==> src/rtl/tdc_decode_if.sv <==
// tdc_decode_if: start/tap-vector request and result bus of the TDC thermometer decoder.
// master = tap-register side (drives go/wDecodeIn), slave = decoder.
interface tdc_decode_if #(
    parameter int unsigned NUM_TAPS   = 300,
    parameter int unsigned NUM_DECODE = 10
);

    logic                  go;
    logic [NUM_TAPS-1:0]   wDecodeIn;
    logic                  finished;
    logic [NUM_DECODE-1:0] wDecodeOut;

    modport master (
        output go,
        output wDecodeIn,
        input  finished,
        input  wDecodeOut
    );

    modport slave (
        input  go,
        input  wDecodeIn,
        output finished,
        output wDecodeOut
    );

endinterface : tdc_decode_if

==> src/rtl/tdc_decode.sv <==
// tdc_decode: thermometer-to-binary decoder for the tapped-delay-line TDC.
// Snapshots the tap vector on a start request and accumulates a bubble-tolerant
// population count CHUNK taps per cycle, then presents the result with a
// one-cycle finished strobe.
// Optional macro TDC_DECODE_GO_EDGE_EN: when defined, go is rising-edge
// detected (a held go starts exactly one conversion); otherwise go is
// level-sensitive.
module tdc_decode #(
    parameter int unsigned NUM_TAPS   = 300,
    parameter int unsigned NUM_DECODE = 10,
    parameter int unsigned CHUNK      = 6,
    parameter bit          falling    = 1'b0
) (
    input  logic        clk,
    input  logic        rst,
    tdc_decode_if.slave bus
);

    // Derived sizes
    localparam int unsigned NUM_CHUNKS = (NUM_TAPS + CHUNK - 1) / CHUNK;
    localparam int unsigned PAD_W      = NUM_CHUNKS * CHUNK;
    localparam int unsigned IDX_W      = (NUM_CHUNKS > 1) ? $clog2(NUM_CHUNKS) : 1;
    localparam int unsigned CNT_W      = $clog2(CHUNK + 1);
    localparam int unsigned LAST_IDX   = NUM_CHUNKS - 1;

    // Elaboration-time sanity checks on the configuration
    generate
        if ((64'd1 << NUM_DECODE) <= 64'(NUM_TAPS)) begin : g_bad_decode_w
            $error("tdc_decode: NUM_DECODE too narrow for NUM_TAPS");
        end
        if (CHUNK == 0) begin : g_bad_chunk
            $error("tdc_decode: CHUNK must be at least 1");
        end
    endgenerate

    typedef enum logic [1:0] {
        S_IDLE  = 2'd0,
        S_COUNT = 2'd1,
        S_DONE  = 2'd2
    } state_t;

    state_t                r_state;
    state_t                w_state_nxt;

    logic [NUM_TAPS-1:0]   r_snap;
    logic [IDX_W-1:0]      r_idx;
    logic [NUM_DECODE-1:0] r_acc;
    logic                  r_finished;
    logic [NUM_DECODE-1:0] r_out;

    logic                  w_start;
    logic                  w_load;
    logic                  w_add;
    logic                  w_done;
    logic                  w_last;
    logic [NUM_TAPS-1:0]   w_marked;
    logic [PAD_W-1:0]      w_marked_pad;
    logic [CHUNK-1:0]      w_chunk;
    logic [CNT_W-1:0]      w_pop;

`ifdef TDC_DECODE_GO_EDGE_EN
    logic                  r_go_d;

    // Registered copy of go for rising-edge detection
    always_ff @(posedge clk or negedge rst) begin
        if (!rst) begin
            r_go_d <= 1'b0;
        end else begin
            r_go_d <= bus.go;
        end
    end

    assign w_start = bus.go & ~r_go_d;
`else
    assign w_start = bus.go;
`endif

    assign w_last = (r_idx == IDX_W'(LAST_IDX));

    // State register
    always_ff @(posedge clk or negedge rst) begin
        if (!rst) begin
            r_state <= S_IDLE;
        end else begin
            r_state <= w_state_nxt;
        end
    end

    // Next-state and datapath control; go outside IDLE is dropped
    always_comb begin
        w_state_nxt = r_state;
        w_load      = 1'b0;
        w_add       = 1'b0;
        w_done      = 1'b0;
        case (r_state)
            S_IDLE: begin
                if (w_start) begin
                    w_load      = 1'b1;
                    w_state_nxt = S_COUNT;
                end
            end
            S_COUNT: begin
                w_add = 1'b1;
                if (w_last) begin
                    w_state_nxt = S_DONE;
                end
            end
            S_DONE: begin
                w_done      = 1'b1;
                w_state_nxt = S_IDLE;
            end
            default: begin
                w_state_nxt = S_IDLE;
            end
        endcase
    end

    // Counted bits are ones for a rising edge, zeros for a falling edge;
    // zero padding past NUM_TAPS keeps the short last chunk from counting
    // bits that do not exist.
    assign w_marked     = falling ? ~r_snap : r_snap;
    assign w_marked_pad = PAD_W'(w_marked);

    // Select the chunk addressed by the running index
    always_comb begin
        w_chunk = '0;
        for (int c = 0; c < NUM_CHUNKS; c++) begin
            if (r_idx == IDX_W'(c)) begin
                w_chunk = w_marked_pad[c*CHUNK +: CHUNK];
            end
        end
    end

    // Population count of the selected chunk
    always_comb begin
        w_pop = '0;
        for (int b = 0; b < CHUNK; b++) begin
            w_pop = w_pop + CNT_W'(w_chunk[b]);
        end
    end

    // Snapshot, chunk index and accumulator
    always_ff @(posedge clk or negedge rst) begin
        if (!rst) begin
            r_snap <= '0;
            r_idx  <= '0;
            r_acc  <= '0;
        end else if (w_load) begin
            r_snap <= bus.wDecodeIn;
            r_idx  <= '0;
            r_acc  <= '0;
        end else if (w_add) begin
            r_acc  <= r_acc + NUM_DECODE'(w_pop);
            r_idx  <= r_idx + IDX_W'(1);
        end
    end

    // Registered result and one-cycle strobe; result holds until the next DONE
    always_ff @(posedge clk or negedge rst) begin
        if (!rst) begin
            r_finished <= 1'b0;
            r_out      <= '0;
        end else begin
            r_finished <= w_done;
            if (w_done) begin
                r_out <= r_acc;
            end
        end
    end

    assign bus.finished   = r_finished;
    assign bus.wDecodeOut = r_out;

endmodule : tdc_decode

==> src/flat_wrapper.sv <==
// flat-port wrapper written by rule: the top's interface ports become plain ports
module tdc_decode_flat 
#(
    parameter int unsigned NUM_TAPS   = 300,
    parameter int unsigned NUM_DECODE = 10,
    parameter int unsigned CHUNK      = 6,
    parameter bit          falling    = 1'b0
)
  (clk, rst, bus_go, bus_wDecodeIn, bus_finished, bus_wDecodeOut);
  tdc_decode_if #(.NUM_TAPS(NUM_TAPS), .NUM_DECODE(NUM_DECODE)) bus_i ();
  input  logic clk;
  input  logic rst;
  input wire logic [$bits(bus_i.go)-1:0] bus_go;
  input wire logic [$bits(bus_i.wDecodeIn)-1:0] bus_wDecodeIn;
  output wire logic [$bits(bus_i.finished)-1:0] bus_finished;
  output wire logic [$bits(bus_i.wDecodeOut)-1:0] bus_wDecodeOut;
  assign bus_i.go = bus_go;
  assign bus_i.wDecodeIn = bus_wDecodeIn;
  assign bus_finished = bus_i.finished;
  assign bus_wDecodeOut = bus_i.wDecodeOut;
  tdc_decode #(.NUM_TAPS(NUM_TAPS), .NUM_DECODE(NUM_DECODE), .CHUNK(CHUNK), .falling(falling)) u_core (.clk(clk), .rst(rst), .bus(bus_i));
endmodule
==> config.mk <==
export PLATFORM = sky130hd
export DESIGN_NAME = tdc_decode_flat
export DESIGN_NICKNAME = d
export VERILOG_FILES = /design/src/rtl/tdc_decode_if.sv /design/src/rtl/tdc_decode.sv /design/src/flat_wrapper.sv
export SDC_FILE = /design/constraint.sdc
export NUM_CORES = 1
export LEC_CHECK = 0
export CAP_MARGIN = 30
export CORE_ASPECT_RATIO = 0.7
export CORE_UTILIZATION = 44
export DETAILED_ROUTE_END_ITERATION = 7
export GPL_TIMING_DRIVEN = 0
export HOLD_SLACK_MARGIN = 0.06
export PLACE_DENSITY = 0.77
export SYNTH_ARGS = -nofsm -noshare
export SYNTH_HDL_FRONTEND = slang
export SYNTH_SLANG_ARGS = --single-unit
==> constraint.sdc <==
create_clock -name clk -period 5.4 [get_ports clk]
set_input_delay 1.08 -clock clk [delete_from_list [all_inputs] [get_ports clk]]
set_output_delay 1.08 -clock clk [all_outputs]
set_load 0.02 [all_outputs]
==> metrics.txt, run 1 <==
count leader, synth nand2_1; die area 38,240 um2; delay-heaviest family, CP simple AND/OR/NAND/NOR gates; ys flop type dfrtp_1; final worst-path cycle share 1.079; failing checks DRC, setup timing; grt total ovfl 0; Via-to-Cell Ratio 5.831; synth warn 0; Slew headroom 0.3562; antenna violations before repair 0; commonest cells in the netlist nand2_1, dfrtp_1, clkbuf_1; first-pass GRT wire length 95.92 mm; share of the synthesized area in the top cell type 0.4996; Final min period 5.829 ns; die extent in x 233.3 um; unrepaired setup endpoints after global routing true; crit path kind reg -> reg; Core Region 36,430 um2; # DRC 34; Initial DRC Count 2,136; Clk pin slew, worst setup/hold paths 0.06 ns; crit path DAT 6.25 ns; syn avg cell area 7.999 um2; largest net degree at the start of global routing 130; I/O Pins 314; status finished with violations; detailed placement HPWL 47.56 mm; Filler cells 3,203; Max Buffers Root-to-Sink 3; Routability Congestion 1.024; worst min path class reg -> reg; Power Density 617.9 nW/um2; slowest cell on the critical path nor4_1; Final ANT Viol Nets 0; layout net count 2,765; top post-synthesis cells by area dfrtp_1, nand2_1, clkbuf_1; Final Util 0.6208; syn nets 2,375; skew final 0.01770 ns; Max stage delay on crit path 0.72 ns; synthesized area 16,480 um2; drt wl/cell 21.59 um; Clock Sinks 329; fin. max-slew vios 0; Final setup viols 7; Synth area leader dfrtp_1; worst endpoint required time 5.82 ns; final-report hold violation count 0; DRT Pass-1 Iters 8; post-synthesis cell count 2,060; clock latency at the later pin of the worst-skew pair 0.54 ns; vias in the first global route 16,860; Pleak 10.79 nW; antenna cells 0; area grow syn2layout 37.24%; worst-margin pin slew 0.9638 ns; clock root cell clkbuf_16; CTS tree yes; XOR/XNOR Fraction of Synth Area 0.0005315; final WL 63.79 mm; Async SR Flop Fraction 1.000; Total Neg Setup Slack -1.994 ns; worst vdd ir 0.0006761 V; worst-path maximum fanout 10; highest clock rate 0.1715 GHz; IO Port Bufs 313; vias 17,230; Die Y 163.9 um; Simple-Gate Fraction of Synth Area 0.3192; share of layout cells above drive strength 1 0.1031; initial core utilization 0.4523; total track usage 0.3324; max-cap violations 0; WHS 0.4776 ns; fin worst setup slack -0.4292 ns; Buf/Inv on CP 4; Worst setup EP type flip-flop; H-tree depth 2; post-synthesis mux area share 0.01040; Yosys reg bits 329; post-synthesis compound-gate area fraction 0.1270; Seq/Total Area, Yosys 0.4996; Yosys cell types 77; area share of fa/ha/maj cells after synthesis 0.01093; Post-synth EDFFs 0; main combinational cell family by area after synthesis simple AND/OR/NAND/NOR gates; critical-path cell list clkbuf_4 > buf_4 > buf_6 > and2_2 > nand2_1 > nor2_1 > nor4_1 > o2111ai_1 > a21oi_1 > nor4b_1 > fa_2 > fa_2 > inv_2 > ha_4 > a21o_1 > a21oi_2 > nor2_2 > and3_4 > and3_4 > nand3_2 > mux2i_1; Startpoint Class flip-flop; clock buffer count from CTS 34; row cnt 58
## worst register-to-register path, cell delays in order, from the launching register on
cell and delay, ns:
dfrtp_1 0.44, clkbuf_4 0.23, buf_4 0.21, buf_6 0.18, and2_2 0.24, nand2_1 0.21, nor2_1 0.07, nor4_1 0.72
o2111ai_1 0.39, a21oi_1 0.54, nor4b_1 0.21, fa_2 0.43, fa_2 0.60, inv_2 0.07, ha_4 0.26, a21o_1 0.12
a21oi_2 0.05, nor2_2 0.14, and3_4 0.21, and3_4 0.19, nand3_2 0.08, mux2i_1 0.12
## sequential cells by signal (all words and copies together), names as in the netlist
| register | flops |
|---|---|
| u_core.r_idx | 6 |
| u_core.r_snap | 300 |
| u_core.bus.finished | 1 |
| u_core.bus.wDecodeOut | 10 |
| u_core.r_acc | 10 |
| u_core.r_state | 2 |
## path summary, 6_finish.rpt
check,start,to,slack (ns),depth (start not counted)
worst min register to register,u_core.r_snap[3],u_core.r_snap[3],0.48,2
worst max-delay path,u_core.r_idx[2],u_core.r_acc[9],-0.43,21
max in group asynchronous,rst,u_core.r_idx[1],3.81,2
min in group asynchronous,rst,u_core.r_snap[251],0.52,1
worst min-delay path,u_core.r_snap[3],u_core.r_snap[3],0.48,2
worst max register to register,u_core.r_idx[2],u_core.r_acc[9],-0.43,21
## metal layers
layer  GRT usage  routed length [um]  part of all wire  up-vias
met5           0                   0                 0        -
met4      0.1078                1931             0.030        0
met3     0.07517                7196              0.11      143
met2      0.5004               27700              0.43     1091
met1      0.4742               26960              0.42     8316
li1            -                   -                 -     7676
## area by class of cell
| cell class | instances | area (um2) | share of cell area |
|---|---|---|---|
| clock buffers | 44 | 982.2 | 0.04343 |
| well taps | 480 | 600.6 | 0.02656 |
| inverters | 18 | 71.32 | 0.003154 |
| multi-input cells | 1594 | 8234 | 0.3641 |
| repair buffers | 362 | 3565 | 0.1576 |
| flip-flops and latches | 329 | 8238 | 0.3643 |
| clock inverters | 16 | 307.8 | 0.01361 |
| plain buffers | 111 | 615.6 | 0.02722 |
## cells by family after synthesis
logic type | count (synthesis)
DFF | 329
and+or+nand+nor | 1272
AOI/OAI and AO/OA | 293
xor gates and xnor gates | 1
adders and majority gates | 12
buffers and inverters | 137
muxes | 16
## where the power goes
group	switching [mW]	internal [mW]
registers	1.05	3.66
clock network	1.02	1.72
logic	3.76	2.77
## through the flow
step	power [mW]	instance area, um2	instances	setup WS (ns)
3_3_place_gp	9.625	20260	2853	-10.18
6_report	13.97	22610	2954	-0.4292
3_5_place_dp	9.878	20320	2855	-1.613
4_1_cts	13.27	22250	2936	-0.5431
5_1_grt	14.70	22610	2954	-0.5294
2_1_floorplan	7.710	16530	2060	0.007891
## repair_timing
action	in CTS	in global routing
hold buffers	0	0
resized for setup	126	76
setup endpoints to repair	10	9
pin swaps	31	25
buffers inserted	26	21
## layout by cell type, fill, tap and decap left out, types with 7 or more instances in the layout
cell	count
a221oi_1	15
nor2_4	7
o22ai_1	22
nor3_1	20
o2111ai_1	7
a211oi_1	15
o21ai_0	48
nor2_1	71
bufinv_16	9
o31ai_1	7
nand3b_1	15
nand2_1	993
clkinv_2	7
clkdlybuf4s50_1	312
buf_6	9
a211o_1	8
dfrtp_1	325
nand4_1	7
nor2_2	7
mux2_2	9
mux2i_1	7
and3_1	9
a22oi_1	14
a21oi_1	38
clkbuf_1	78
o211ai_1	22
buf_8	7
nor2b_1	7
inv_1	13
buf_4	46
clkbuf_4	9
nand2b_1	9
nand3_1	44
o221ai_1	16
clkbuf_16	38
(Power assumes the default switching activity.)
==> run 2: changes to the inputs <==
--- a/config.mk
+++ b/config.mk
@@ -5,6 +5,7 @@
 export SDC_FILE = /design/constraint.sdc
 export NUM_CORES = 1
 export LEC_CHECK = 0
+export ABC_AREA = 1
 export CAP_MARGIN = 30
 export CORE_ASPECT_RATIO = 0.7
 export CORE_UTILIZATION = 44
@@ -12,6 +13,7 @@
 export GPL_TIMING_DRIVEN = 0
 export HOLD_SLACK_MARGIN = 0.06
 export PLACE_DENSITY = 0.77
+export SETUP_SLACK_MARGIN = 0.1
 export SYNTH_ARGS = -nofsm -noshare
 export SYNTH_HDL_FRONTEND = slang
 export SYNTH_SLANG_ARGS = --single-unit
==> run 2 against run 1 <==
  * Total power rose by 12%
  * Count of clock-buffer cells in the layout is 5 higher
  * The flow finishes with violations (setup timing)
  * Highest routed layer is now met5
  * Cell count increased by 8.2%
==> metrics.txt, run 2 <==
status finished with violations; failing checks setup timing; I/O Pins 314; count leader, synth nand2_1; fin. max-slew vios 0; Yosys reg bits 329; Post-synth EDFFs 0; DRT met1 WL 24.36 mm; total track usage 0.2792; share of the synthesized area in the top cell type 0.5034; design area 22,280 um2; Yosys cell types 36; syn nets 2,608; IO Port Bufs 313; RR Endpoint u_core.r_acc[9]; DRT Pass-1 Iters 7; top post-synthesis cells by area dfrtp_1, nand2_1, inv_1; H-tree depth 2; Worst setup EP type flip-flop; worst endpoint required time 5.87 ns; largest net degree at the start of global routing 118; first-pass GRT wire length 82.20 mm; Max Buffers Root-to-Sink 3; Async SR Flop Fraction 1.000; DP Area 20,220 um2; initial core utilization 0.4507; Initial DRC Count 1,766; number of flip-flops in the largest register 300; Worst Setup EP u_core.r_acc[9]; Pleak 11.26 nW; antenna violations before repair 3; layout net count 3,007; Via-to-Cell Ratio 5.087; most common cell after layout, fill and taps aside nand2_1; Core Region 36,280 um2; Critical Path Most Common Cell nand2_1; fin worst setup slack -2.371 ns; Clk pin slew, worst setup/hold paths 0.07 ns; WHS 0.4758 ns; Die Y 163.3 um; detailed placement HPWL 39.04 mm; final-report hold violation count 0; metal3 WL 3.826 mm; clock root cell clkbuf_16; worst hold start u_core.r_snap[60]; grt total ovfl 0; worst-path maximum fanout 8; commonest cells in the netlist nand2_1, dfrtp_1, inv_1; synth warn 0; Clock Sinks 329; post-synthesis cell count 2,293; clock buffer count from CTS 35; vias 16,260; Slew headroom 0.3219; share of layout cells above drive strength 1 0.09731; Synth area leader dfrtp_1; CTS tree yes; row cnt 58; Seq/Total Area, Yosys 0.5034; area grow syn2layout 36.23%; worst min path class reg -> reg; syn avg cell area 7.132 um2; Final ANT Viol Nets 0; die area 37,950 um2; vias in the first global route 15,620; die extent in x 232.4 um; highest clock rate 0.1287 GHz; met2 WL 23.75 mm; final WL 53.26 mm; Final setup viols 10; clock latency at the later pin of the worst-skew pair 0.52 ns; slowest cell on the critical path fa_2; Final min period 7.771 ns; R2R Path Start u_core.r_idx[3]; Top reg by flops u_core.r_snap; Power Density 701.8 nW/um2; flop2flop setup slack -2.37 ns; max-cap violations 0; # DRC 0; worst vdd ir 0.0006363 V; Routability Congestion 0.9329; Max stage delay on crit path 0.64 ns; synthesized area 16,350 um2; worst-margin pin slew 1.017 ns; most frequent cells in the layout nand2_1, dfrtp_1, clkdlybuf4s50_1; Critical path origin u_core.r_idx[3]; R2R depth 67; crit path kind reg -> reg; Highest Signal Layer met5; crit path DAT 8.24 ns; Startpoint Class flip-flop; skew final 0.02183 ns; drt wl/cell 16.66 um; unrepaired setup endpoints after global routing true; ys flop type dfrtp_1; final worst-path cycle share 1.439
-- run 2: cell count changes after synthesis, sizes merged, moves of 22 or more --
| cell | before | now |
|---|---|---|
| clkbuf | 107 | 77 |
| inv | 17 | 181 |
| o21ai | 49 | 105 |
| nand2 | 1000 | 1256 |
| a21oi | 44 | 80 |
| or2 | 3 | 29 |
| nor3 | 26 | 2 |
| nand3 | 47 | 69 |
| nor2 | 85 | 117 |
-- run 2: cell families after synthesis --
kind of cell,Yosys count,share of synthesized area
fa+ha+maj,12,0.01102
buf+inv,268,0.06190
flops,329,0.5034
compound gates,202,0.06442
simple gates,1482,0.3592
-- run 2: power breakdown --
| part | switching [mW] | total (mW) | internal (mW) | leakage, nW |
|---|---|---|---|---|
| Sequential | 0.721 | 4.43 | 3.71 | 4.09 |
| Combinational | 5.20 | 8.63 | 3.44 | 6.58 |
| Clock | 1.01 | 2.57 | 1.56 | 0.598 |
| Total | 6.92 | 15.6 | 8.71 | 11.3 |
-- run 2: worst min path at each step --
stage,to,slack [ns],cells after the start
after floorplan,u_core.bus.finished,0.41,1
after global placement,u_core.r_snap[20],0.45,2
after detailed placement,u_core.r_snap[297],0.46,2
after CTS,u_core.r_snap[68],0.48,2
after global routing,u_core.r_snap[254],0.48,2
final,u_core.r_snap[60],0.48,2
-- run 2: repair_timing --
item / 4_1_cts / 5_1_grt
resized for setup: 54 / 62
pin swaps: 47 / 49
setup endpoints to repair: 10 / 10
buffers inserted: 31 / 17
hold endpoints to repair: 0 / 0
gates cloned: 0 / 0
hold buffers: 0 / 0
-- run 2: cell type report --
type / count / area [um2]
Fill cell: 3164 / 14010
Sequential cell: 329 / 8238
Multi-Input combinational cell: 1696 / 7591
Timing Repair Buffer: 362 / 3598
Clock buffer: 49 / 1061
Inverter: 186 / 705.7
Tap cell: 480 / 600.6
Buffer: 82 / 320.3
Clock inverter: 9 / 155.1
Antenna cell: 3 / 7.507
-- run 2: per-layer routing --
layer,track usage,vias to the layer above
li1,-,7789
met4,0.08224,2
met1,0.4072,7762
met2,0.4236,602
met3,0.04888,102
met5,0,-
-- run 2: worst max-delay path: cells and delay by family, from the launching register on --
kind	cells	cell delay, ns
fa+ha+maj	5	2.02
simple gates	53	4.49
buf+inv	6	0.47
compound gates	3	0.22
flops	1	0.49
-- run 2: through the flow --
stage | setup slack (ns) | util | TNS (ns) | cells | total power, mW
after global placement | -11.98 | 0.5556 | -3549.15 | 3086 | 10.67
final | -2.371 | 0.6140 | -19.56 | 3196 | 15.63
after CTS | -2.307 | 0.6032 | -19.62 | 3177 | 14.64
after global routing | -2.830 | 0.6138 | -24.06 | 3194 | 16.76
after floorplan | -0.9405 | - | -5.756 | 2293 | 8.639
after detailed placement | -2.763 | 0.5573 | -23.45 | 3088 | 11.04
==> run 3: changes to the inputs <==
--- a/config.mk
+++ b/config.mk
@@ -7,10 +7,9 @@
 export LEC_CHECK = 0
 export ABC_AREA = 1
 export CAP_MARGIN = 30
-export CORE_ASPECT_RATIO = 0.7
 export CORE_UTILIZATION = 44
 export DETAILED_ROUTE_END_ITERATION = 7
-export GPL_TIMING_DRIVEN = 0
+export GPL_ROUTABILITY_DRIVEN = 0
 export HOLD_SLACK_MARGIN = 0.06
 export PLACE_DENSITY = 0.77
 export SETUP_SLACK_MARGIN = 0.1
==> run 3 against run 2 <==
  * The flow still finishes with violations (setup timing)
  * Die area is essentially flat
  * Critical path depth grew 4
  * Routed wire length shrank 2.3%
  * Worst hold slack lost 0.00077 ns
  * Register-to-register slack gained 0.38 ns
  * Flip-flop and latch count is the same
  * Total power grew 1.6%
  * Clock skew shrank 0.0052 ns
  * Global-route usage shrank 1.1 points
  * Clock power shrank 4%
  * Critical path type unchanged
  * Critical endpoint is now u_core.r_acc[4]
  * Largest cell class unchanged
  * Largest power group unchanged
==> metrics.txt, run 3 (synthesis results as in run 2) <==
status finished with violations; failing checks setup timing; Core Region 36,610 um2; Total Neg Setup Slack -16.80 ns; RR Endpoint u_core.r_acc[4]; dpl cells 3,174; Die Y 194.8 um; clock root cell clkbuf_16; worst vdd ir 0.0009889 V; WHS Path Cells 2; flop2flop setup slack -1.99 ns; I/O Pins 314; R2R depth 71; clock buffer count from CTS 37; Max stage delay on crit path 0.47 ns; number of flip-flops in the largest register 300; vias in the first global route 16,360; layout net count 3,086; fin. max-slew vios 0; crit path kind reg -> reg; final WL 52.05 mm; area grow syn2layout 40.06%; Initial DRC Count 1,236; first-pass GRT wire length 81.83 mm; worst-path maximum fanout 5; row cnt 70; Final ANT Viol Nets 0; # DRC 0; worst-margin pin slew 1.199 ns; hold endpoint u_core.r_snap[249]; grt total ovfl 0; worst min path class reg -> reg; largest net degree at the start of global routing 238; Clock Sinks 329; clock latency at the later pin of the worst-skew pair 0.52 ns; worst hold start u_core.r_snap[249]; fin cells 3,263; Slew headroom 0.2008; final worst-path cycle share 1.369; IO Port Bufs 313; highest clock rate 0.1353 GHz; H-tree depth 2; Worst setup EP type flip-flop; Filler cells 3,076; crit path DAT 7.78 ns; Max Buffers Root-to-Sink 3; max-cap violations 0; die area 37,940 um2; Final Util 0.6256; Final min period 7.393 ns; share of layout cells above drive strength 1 0.1352; pre-CTS setup slack -2.043 ns; fin worst setup slack -1.993 ns; R2R Path Start u_core.r_idx[0]; antenna violations before repair 0; Critical Path Most Common Cell nand2_1; slowest cell on the critical path fa_2; antenna cells 0; initial core utilization 0.4467; Top reg by flops u_core.r_snap; unrepaired setup endpoints after global routing true; drt wl/cell 15.95 um; skew final 0.01665 ns; vias 16,460; most common cell after layout, fill and taps aside nand2_1; Final setup viols 10; Power Density 693.6 nW/um2; detailed placement HPWL 37.69 mm; DRT Pass-1 Iters 6; CTS tree yes; Via-to-Cell Ratio 5.044; Clk pin slew, worst setup/hold paths 0.06 ns; worst endpoint required time 5.79 ns; final-report hold violation count 0; Pleak 11.81 nW; die extent in x 194.8 um; total track usage 0.2687; Startpoint Class flip-flop; most frequent cells in the layout nand2_1, dfrtp_1, clkdlybuf4s50_1
-- run 3: final cells by class --
cell class / instances / area [um2] / area share
well taps: 468 / 585.6 / 0.02557
inverters: 186 / 713.2 / 0.03114
repair buffers: 520 / 4802 / 0.2097
multi-input cells: 1697 / 7387 / 0.3225
clock buffers: 50 / 1077 / 0.04703
clock inverters: 13 / 102.6 / 0.004479
flip-flops and latches: 329 / 8237 / 0.3596
-- run 3: worst max-delay path: cells and delay by family (launching register included) --
kind,cells,cell delay [ns]
buffers and inverters,8,0.89
adder cells (fa/ha/maj),6,2.00
AND/OR/NAND/NOR,53,3.35
AO/OA/AOI/OAI,4,0.53
flip-flops,1,0.45
-- run 3: repair_timing --
action | CTS | global route
resized for setup | 19 | 44
pin swaps | 19 | 45
buffers inserted | 12 | 14
cloned | 0 | 1
hold buffers | 0 | 0
setup endpoints to repair | 10 | 10
-- run 3: power by group --
| group | switching (mW) | total (mW) | internal, mW |
|---|---|---|---|
| registers | 0.817 | 4.53 | 3.72 |
| logic | 4.80 | 8.89 | 4.10 |
| clock network | 1.02 | 2.46 | 1.45 |
| total | 6.63 | 15.9 | 9.26 |
-- run 3: per-stage QoR --
stage	power (mW)	hold slack, ns	area, um2
final	15.89	0.4751	22900
after global routing	17.03	0.4985	22900
after CTS	14.48	0.4621	22640
after detailed placement	11.42	0.4562	21300
after global placement	11.07	0.4517	21300
after floorplan	8.639	0.4146	16430
-- run 3: layer usage --
layer  vias up  part of all wire  global-route usage
met5         -                 0                   0
met4         0             0.039              0.1015
met3       128             0.068             0.04043
met2       711              0.47              0.4488
met1      7675              0.42              0.3533
li1       7946                 -                   -
-- run 3: worst max path at each step --
| stage | from | endpoint | slack (ns) |
|---|---|---|---|
| 6_report | u_core.r_idx[0] | u_core.r_acc[4] | -1.99 |
| 5_1_grt | u_core.r_idx[2] | u_core.r_acc[9] | -2.68 |
| 4_1_cts | u_core.r_idx[0] | u_core.r_acc[8] | -1.84 |
| 3_5_place_dp | u_core.r_idx[1] | u_core.r_acc[8] | -2.04 |
| 3_3_place_gp | u_core.r_idx[1] | u_core.r_acc[9] | -1.81 |
| 2_1_floorplan | u_core.r_idx[3] | u_core.r_acc[9] | -0.94 |
